**src/rtl/rx_sync_ctrl_pkg.sv**
```systemverilog
// Shared definitions for the 8b/10b receive synchronisation controller:
// link state encodings, K28.5 reference codes and comma prefixes.
package rx_sync_ctrl_pkg;

  typedef enum logic [2:0] {
    LOSS_OF_SYNC = 3'd0,
    COMMA_ACQ    = 3'd1,
    SYNC_ACQ_1   = 3'd2,
    SYNC_ACQ_2   = 3'd3,
    SYNC_ACQ_3   = 3'd4,
    SYNC_ACQ_4   = 3'd5
  } link_state_e;

  localparam logic [9:0] K28_5_RDN   = 10'b0011111010;
  localparam logic [9:0] K28_5_RDP   = 10'b1100000101;
  localparam logic [6:0] COMMA_PFX_P = 7'b0011111;
  localparam logic [6:0] COMMA_PFX_N = 7'b1100000;

  function automatic logic is_sync(input link_state_e s);
    return (s == SYNC_ACQ_1) || (s == SYNC_ACQ_2) ||
           (s == SYNC_ACQ_3) || (s == SYNC_ACQ_4);
  endfunction

endpackage

```
**src/rtl/rx_sync_ctrl_comma_detect.sv**
```systemverilog
// Combinational comma match on the 7-bit prefix (abcdeif) of a 10b symbol;
// covers K28.1, K28.5 and K28.7 in both running disparities.
module rx_sync_ctrl_comma_detect
  import rx_sync_ctrl_pkg::*;
(
  input  logic [6:0] sym_prefix,
  output logic       comma
);

  assign comma = (sym_prefix == COMMA_PFX_P) || (sym_prefix == COMMA_PFX_N);

endmodule

```
**src/rtl/rx_sync_ctrl.sv**
```systemverilog
// Receive link synchronisation controller: comma acquisition, error
// hysteresis FSM, data qualification and saturating error count.
module rx_sync_ctrl
  import rx_sync_ctrl_pkg::*;
#(
  parameter int ACQ_COMMAS = 3,
  parameter int GOOD_RUN   = 4,
  parameter int ERR_CNT_W  = 16
) (
  input  logic                 BitCLK_10,
  input  logic                 Reset,
  input  logic [9:0]           RxParallel_10,
  input  logic                 SymbolValid,
  input  logic                 CodeErr,
  input  logic                 ResyncReq,
  input  logic                 ErrCountClr,
  output logic                 SyncAcquired,
  output logic                 RxDataValid,
  output logic                 CommaDet,
  output logic [2:0]           LinkState,
  output logic [ERR_CNT_W-1:0] ErrCount
);

  localparam logic [2:0]           ACQ_N   = 3'(ACQ_COMMAS);
  localparam logic [3:0]           GOOD_N  = 4'(GOOD_RUN);
  localparam logic [ERR_CNT_W-1:0] ERR_MAX = '1;

  link_state_e          state_q, state_d;
  logic [2:0]           comma_cnt_q, comma_cnt_d;
  logic [3:0]           good_cnt_q, good_cnt_d;
  logic                 sync_q, sync_d;
  logic                 rx_valid_q, rx_valid_d;
  logic                 comma_det_q, comma_det_d;
  logic [ERR_CNT_W-1:0] err_cnt_q, err_cnt_d;
  logic                 comma, sym_ok, sym_err, in_sync;
  logic                 unused_sym_bits;

  rx_sync_ctrl_comma_detect u_comma_detect (
    .sym_prefix (RxParallel_10[9:3]),
    .comma      (comma)
  );

  // Low symbol bits carry no comma information.
  assign unused_sym_bits = ^RxParallel_10[2:0];

  assign sym_ok  = SymbolValid & ~CodeErr;
  assign sym_err = SymbolValid & CodeErr;
  assign in_sync = is_sync(state_q);

  always_ff @(posedge BitCLK_10 or posedge Reset) begin
    if (Reset) begin
      state_q     <= LOSS_OF_SYNC;
      comma_cnt_q <= '0;
      good_cnt_q  <= '0;
    end else begin
      state_q     <= state_d;
      comma_cnt_q <= comma_cnt_d;
      good_cnt_q  <= good_cnt_d;
    end
  end

  always_comb begin
    state_d     = state_q;
    comma_cnt_d = comma_cnt_q;
    good_cnt_d  = good_cnt_q;
    if (ResyncReq) begin
      state_d = LOSS_OF_SYNC;
    end else begin
      case (state_q)
        LOSS_OF_SYNC: begin
          if (sym_ok && comma) begin
            comma_cnt_d = 3'd1;
            state_d     = (ACQ_N == 3'd1) ? SYNC_ACQ_1 : COMMA_ACQ;
          end
        end
        COMMA_ACQ: begin
          if (sym_err) begin
            state_d = LOSS_OF_SYNC;
          end else if (sym_ok && comma) begin
            if (comma_cnt_q + 3'd1 == ACQ_N) begin
              comma_cnt_d = '0;
              state_d     = SYNC_ACQ_1;
            end else begin
              comma_cnt_d = comma_cnt_q + 3'd1;
            end
          end
        end
        SYNC_ACQ_1: begin
          if (sym_err) begin
            good_cnt_d = '0;
            state_d    = SYNC_ACQ_2;
          end
        end
        SYNC_ACQ_2, SYNC_ACQ_3, SYNC_ACQ_4: begin
          // An error always beats completion of a good run on the same symbol.
          if (sym_err) begin
            good_cnt_d = '0;
            case (state_q)
              SYNC_ACQ_2: state_d = SYNC_ACQ_3;
              SYNC_ACQ_3: state_d = SYNC_ACQ_4;
              default:    state_d = LOSS_OF_SYNC;
            endcase
          end else if (sym_ok) begin
            if (good_cnt_q + 4'd1 == GOOD_N) begin
              good_cnt_d = '0;
              case (state_q)
                SYNC_ACQ_4: state_d = SYNC_ACQ_3;
                SYNC_ACQ_3: state_d = SYNC_ACQ_2;
                default:    state_d = SYNC_ACQ_1;
              endcase
            end else begin
              good_cnt_d = good_cnt_q + 4'd1;
            end
          end
        end
        default: state_d = LOSS_OF_SYNC;
      endcase
    end
    if (state_d == LOSS_OF_SYNC) begin
      comma_cnt_d = '0;
      good_cnt_d  = '0;
    end
  end

  always_comb begin
    sync_d      = is_sync(state_d);
    rx_valid_d  = sym_ok & in_sync & ~ResyncReq;
    comma_det_d = rx_valid_d & comma;
    err_cnt_d   = err_cnt_q;
    if (ErrCountClr) begin
      err_cnt_d = '0;
    end else if (sym_err && in_sync && !ResyncReq && (err_cnt_q != ERR_MAX)) begin
      err_cnt_d = err_cnt_q + 1'b1;
    end
  end

  always_ff @(posedge BitCLK_10 or posedge Reset) begin
    if (Reset) begin
      sync_q      <= 1'b0;
      rx_valid_q  <= 1'b0;
      comma_det_q <= 1'b0;
      err_cnt_q   <= '0;
    end else begin
      sync_q      <= sync_d;
      rx_valid_q  <= rx_valid_d;
      comma_det_q <= comma_det_d;
      err_cnt_q   <= err_cnt_d;
    end
  end

  assign SyncAcquired = sync_q;
  assign RxDataValid  = rx_valid_q;
  assign CommaDet     = comma_det_q;
  assign LinkState    = state_q;
  assign ErrCount     = err_cnt_q;

endmodule
```
**config.mk**
```make
export PLATFORM = sky130hd
export DESIGN_NAME = rx_sync_ctrl
export DESIGN_NICKNAME = d
export VERILOG_FILES = /design/src/rtl/rx_sync_ctrl_pkg.sv /design/src/rtl/rx_sync_ctrl_comma_detect.sv /design/src/rtl/rx_sync_ctrl.sv
export SDC_FILE = /design/constraint.sdc
export NUM_CORES = 1
export LEC_CHECK = 0
export CORE_ASPECT_RATIO = 0.6
export CORE_MARGIN = 3
export CORE_UTILIZATION = 50
export CTS_BUF_LIST = sky130_fd_sc_hd__clkbuf_4 sky130_fd_sc_hd__clkbuf_8 sky130_fd_sc_hd__clkbuf_16
export DETAILED_ROUTE_END_ITERATION = 12
export PLACE_DENSITY = 0.79
export SLEW_MARGIN = 10
export SYNTH_ARGS = -nofsm -noshare
export SYNTH_HDL_FRONTEND = slang
export SYNTH_SLANG_ARGS = --single-unit
```
**constraint.sdc**
```tcl
create_clock -name BitCLK_10 -period 2.3 [get_ports BitCLK_10]
set_input_delay 0.23 -clock BitCLK_10 [delete_from_list [all_inputs] [get_ports BitCLK_10]]
set_output_delay 0.23 -clock BitCLK_10 [all_outputs]
set_load 0.01 [all_outputs]
```
==> flow_metrics.env <==
export IMPL_timing_setup_tns_ns=0
export IMPL_fin_nets=253
export IMPL_die_w_um=81.0
export IMPL_drc=0
export IMPL_required_ns=2.46
export IMPL_crit_slowest_cell="or3_4"
export IMPL_max_slew_margin_rel_pct=58.5
export IMPL_worst_slack_ns=0.0695
export IMPL_fp_dieH_um=51.0
export IMPL_dieArea_mm2=0.00413
export IMPL_ys_seq_area_share_pct=43.0
export IMPL_period_share_pct=97.0
export IMPL_grt_overflow=0
export IMPL_ios=38
export IMPL_track_usage_pct=24.8
export IMPL_power_density_mw_per_mm2=432
export IMPL_start_util_pct=55.6
export IMPL_core_region_area_mm2=0.00304
export IMPL_diodes=0
export IMPL_power_leakage_nw=0.923
export IMPL_worst_skew_pair_late_latency_ns=0.28
export IMPL_grt_max_degree=30
export IMPL_worstPathCellList="ha_2 > or3b_1 > or3_4 > a31oi_4 > o311a_4 > o2111a_2 > nor2_1"
export IMPL_cp_end_kind="flip-flop"
export IMPL_outcome="complete, no violations"
export IMPL_ys_flop_type="dfrtp_1"
export IMPL_grt_pass1_wl_um=7630
export IMPL_yosys_cell_types_count=47
export IMPL_hp_class="in -> async"
export IMPL_cts_tree="yes"
export IMPL_dp_slack_ns=-0.104
export IMPL_slowest_delay_ns=0.39
export IMPL_yosys_warnings=0
export IMPL_first_global_vias=1564
export IMPL_async_flop_share_pct=100
export IMPL_cts_made_buffers=5
export IMPL_final_max_slew_violation_count=0
export IMPL_path_class="reg -> reg"
export IMPL_drtIter0Drc=114
export IMPL_ant_nets=0
export IMPL_rows=15
export IMPL_finalWirelength_um=4560
export IMPL_synth_cells=183
export IMPL_areaGrowthSynthToFinish_pct=35.3
export IMPL_setup_viol=0
export IMPL_worstPathMaxFanout=7
export IMPL_clock_root_buffer="clkbuf_8"
export IMPL_hold_ws_ns=0.343
export IMPL_met3_usage_pct=5.81
export IMPL_syn_nets=203
export IMPL_rsz0062_at_grt="no"
export IMPL_clk_path_buf_depth=2
export IMPL_maxCapViolCount=0
export IMPL_hpwl_um=3420
export IMPL_finalPower_uw=988
export IMPL_met1_usage_pct=34.7
export IMPL_yosysTopAreaCell="dfrtp_1"
export IMPL_io_buffer_count=34
export IMPL_fmax_ghz=0.448
export IMPL_start_kind="flip-flop"
export IMPL_drive_above_1_share_pct=15.4
export IMPL_cts_sinks=29
export IMPL_routedWlPerCell_um=16.5
export IMPL_htreeDepth=2
export IMPL_gp_congestion=0.885
export IMPL_skew_ns=0.0108
export IMPL_synth_edf_count=0
export IMPL_worstMarginPinSlew_ns=0.620
export IMPL_netlist_area_mm2=0.00169
export IMPL_synth_area_top_cells="dfrtp_1 43%, nor2_1 5.3%, xnor2_1 5.2%, nor3_1 3.3%, ha_1 3.0%"
export IMPL_synth_seq_cells=29
export IMPL_use_met2_pct=38.7
export IMPL_synth_top_area_share_pct=43.0
export IMPL_antenna_found_initial=0
export IMPL_busiest_layer="met2"
export IMPL_fin_util_pct=75.2
export IMPL_fin_crit_ns=2.23
export IMPL_worst_ir_drop_vdd_uv=379
export IMPL_dr_pass1_iters=4
export IMPL_cts_clk_slew_worst_paths_ns=0.07
export IMPL_arrival_ns=2.39
export IMPL_hold_viol=0
export IMPL_viasPerCell=5.74
export IMPL_num_vias=1583
export IMPL_avgSynthCellArea_um2=9.23
[power breakdown]
group	total (mW)	internal, mW	switching (mW)
clock network	0.418	0.221	0.197
logic	0.0600	0.0292	0.0307
registers	0.510	0.510	0.000152
[cells by family after synthesis]
kind of cell	Yosys count	synth area share (%)
AND/OR/NAND/NOR	90	30.1
buffers and inverters	13	2.96
XOR/XNOR	13	6.74
flip-flops	29	43.0
adder cells (fa/ha/maj)	4	2.96
multiplexers	1	0.593
AO/OA/AOI/OAI	33	13.6
[state kept, by name, summed over array words and instances, names as in the netlist]
register / count
CommaDet: 1
comma_cnt_q: 3
good_cnt_q: 4
LinkState: 3
SyncAcquired: 1
ErrCount: 16
RxDataValid: 1
[worst paths after layout]
kind	startpoint	endpoint	slack, ns	depth (start not counted)
max	good_cnt_q[0]$_DFFE_PP0P_	good_cnt_q[0]$_DFFE_PP0P_	0.07	7
min	Reset	good_cnt_q[1]$_DFFE_PP0P_	0.34	3
max reg2reg	good_cnt_q[0]$_DFFE_PP0P_	good_cnt_q[0]$_DFFE_PP0P_	0.07	7
min reg2reg	ErrCount[9]$_DFFE_PP0P_	ErrCount[9]$_DFFE_PP0P_	0.58	2
max in group asynchronous	Reset	RxDataValid$_DFF_PP0_	1.67	3
min in group BitCLK_10	ErrCount[9]$_DFFE_PP0P_	ErrCount[9]$_DFFE_PP0P_	0.58	2
[repair_timing]
| item | CTS | global route |
|---|---|---|
| hold endpoints to repair | 0 | 0 |
| gates resized for setup | 2 | 3 |
| setup buffers | 0 | 2 |
| hold buffers | 0 | 0 |
| pin swaps | 1 | 1 |
| endpoints found under the setup margin | 7 | 7 |
[critical path: cells and delay by family (launching register included)]
kind	cells	cell delay (ns)
AO/OA/AOI/OAI	3	0.69
flip-flops	1	0.37
adder cells (fa/ha/maj)	1	0.22
AND/OR/NAND/NOR	3	0.85
[routing by layer]
metal,share of wire [%],vias up
met3,6.5,6
met5,0,-
met4,0.94,0
li1,-,761
met2,45,54
met1,47,762
[stage by stage]
stage	cells	cell area (um^2)
after floorplan	183	1690
after global placement	266	2150
after detailed placement	266	2150
after CTS	274	2250
after global routing	276	2290
final	276	2290
[layout by cell type, fill, tap and decap left out, drive strengths merged, types with 3 or more instances in the layout]
cell type and instances:
a21oi 10, and3 3, buf 14, clkbuf 6, clkdlybuf4s50 34, dfrtp 29, ha 4, inv 8
nand2 12, nand2b 3, nand3 8, nand4 4, nor2 24, nor2b 3, nor3 12, o211ai 3
o21ai 10, or3 6, xnor2 10, xor2 3
[area by class of cell]
cell class	instances	area [um^2]
Sequential cell	29	726
Tap cell	42	52.6
Fill cell	223	754
Clock buffer	6	76.3
Inverter	8	30.0
Timing Repair Buffer	48	445
Clock inverter	2	10.0
Multi-Input combinational cell	141	946
[Yosys cell counts (2+ instances only)]
cell	count
dfrtp_1	29
nor2_1	24
nand2_1	12
nor3_1	11
xnor2_1	10
a21oi_1	9
o21ai_0	9
inv_1	8
nand3_1	8
or3_1	6
ha_1	4
nand4_1	4
and3_1	3
clkbuf_1	3
nand2b_1	3
xor2_1	3
a22oi_1	2
and2_1	2
nand4b_1	2
nor2b_1	2
nor3b_1	2
o211ai_1	2
Power figures use the tool's default switching activity.
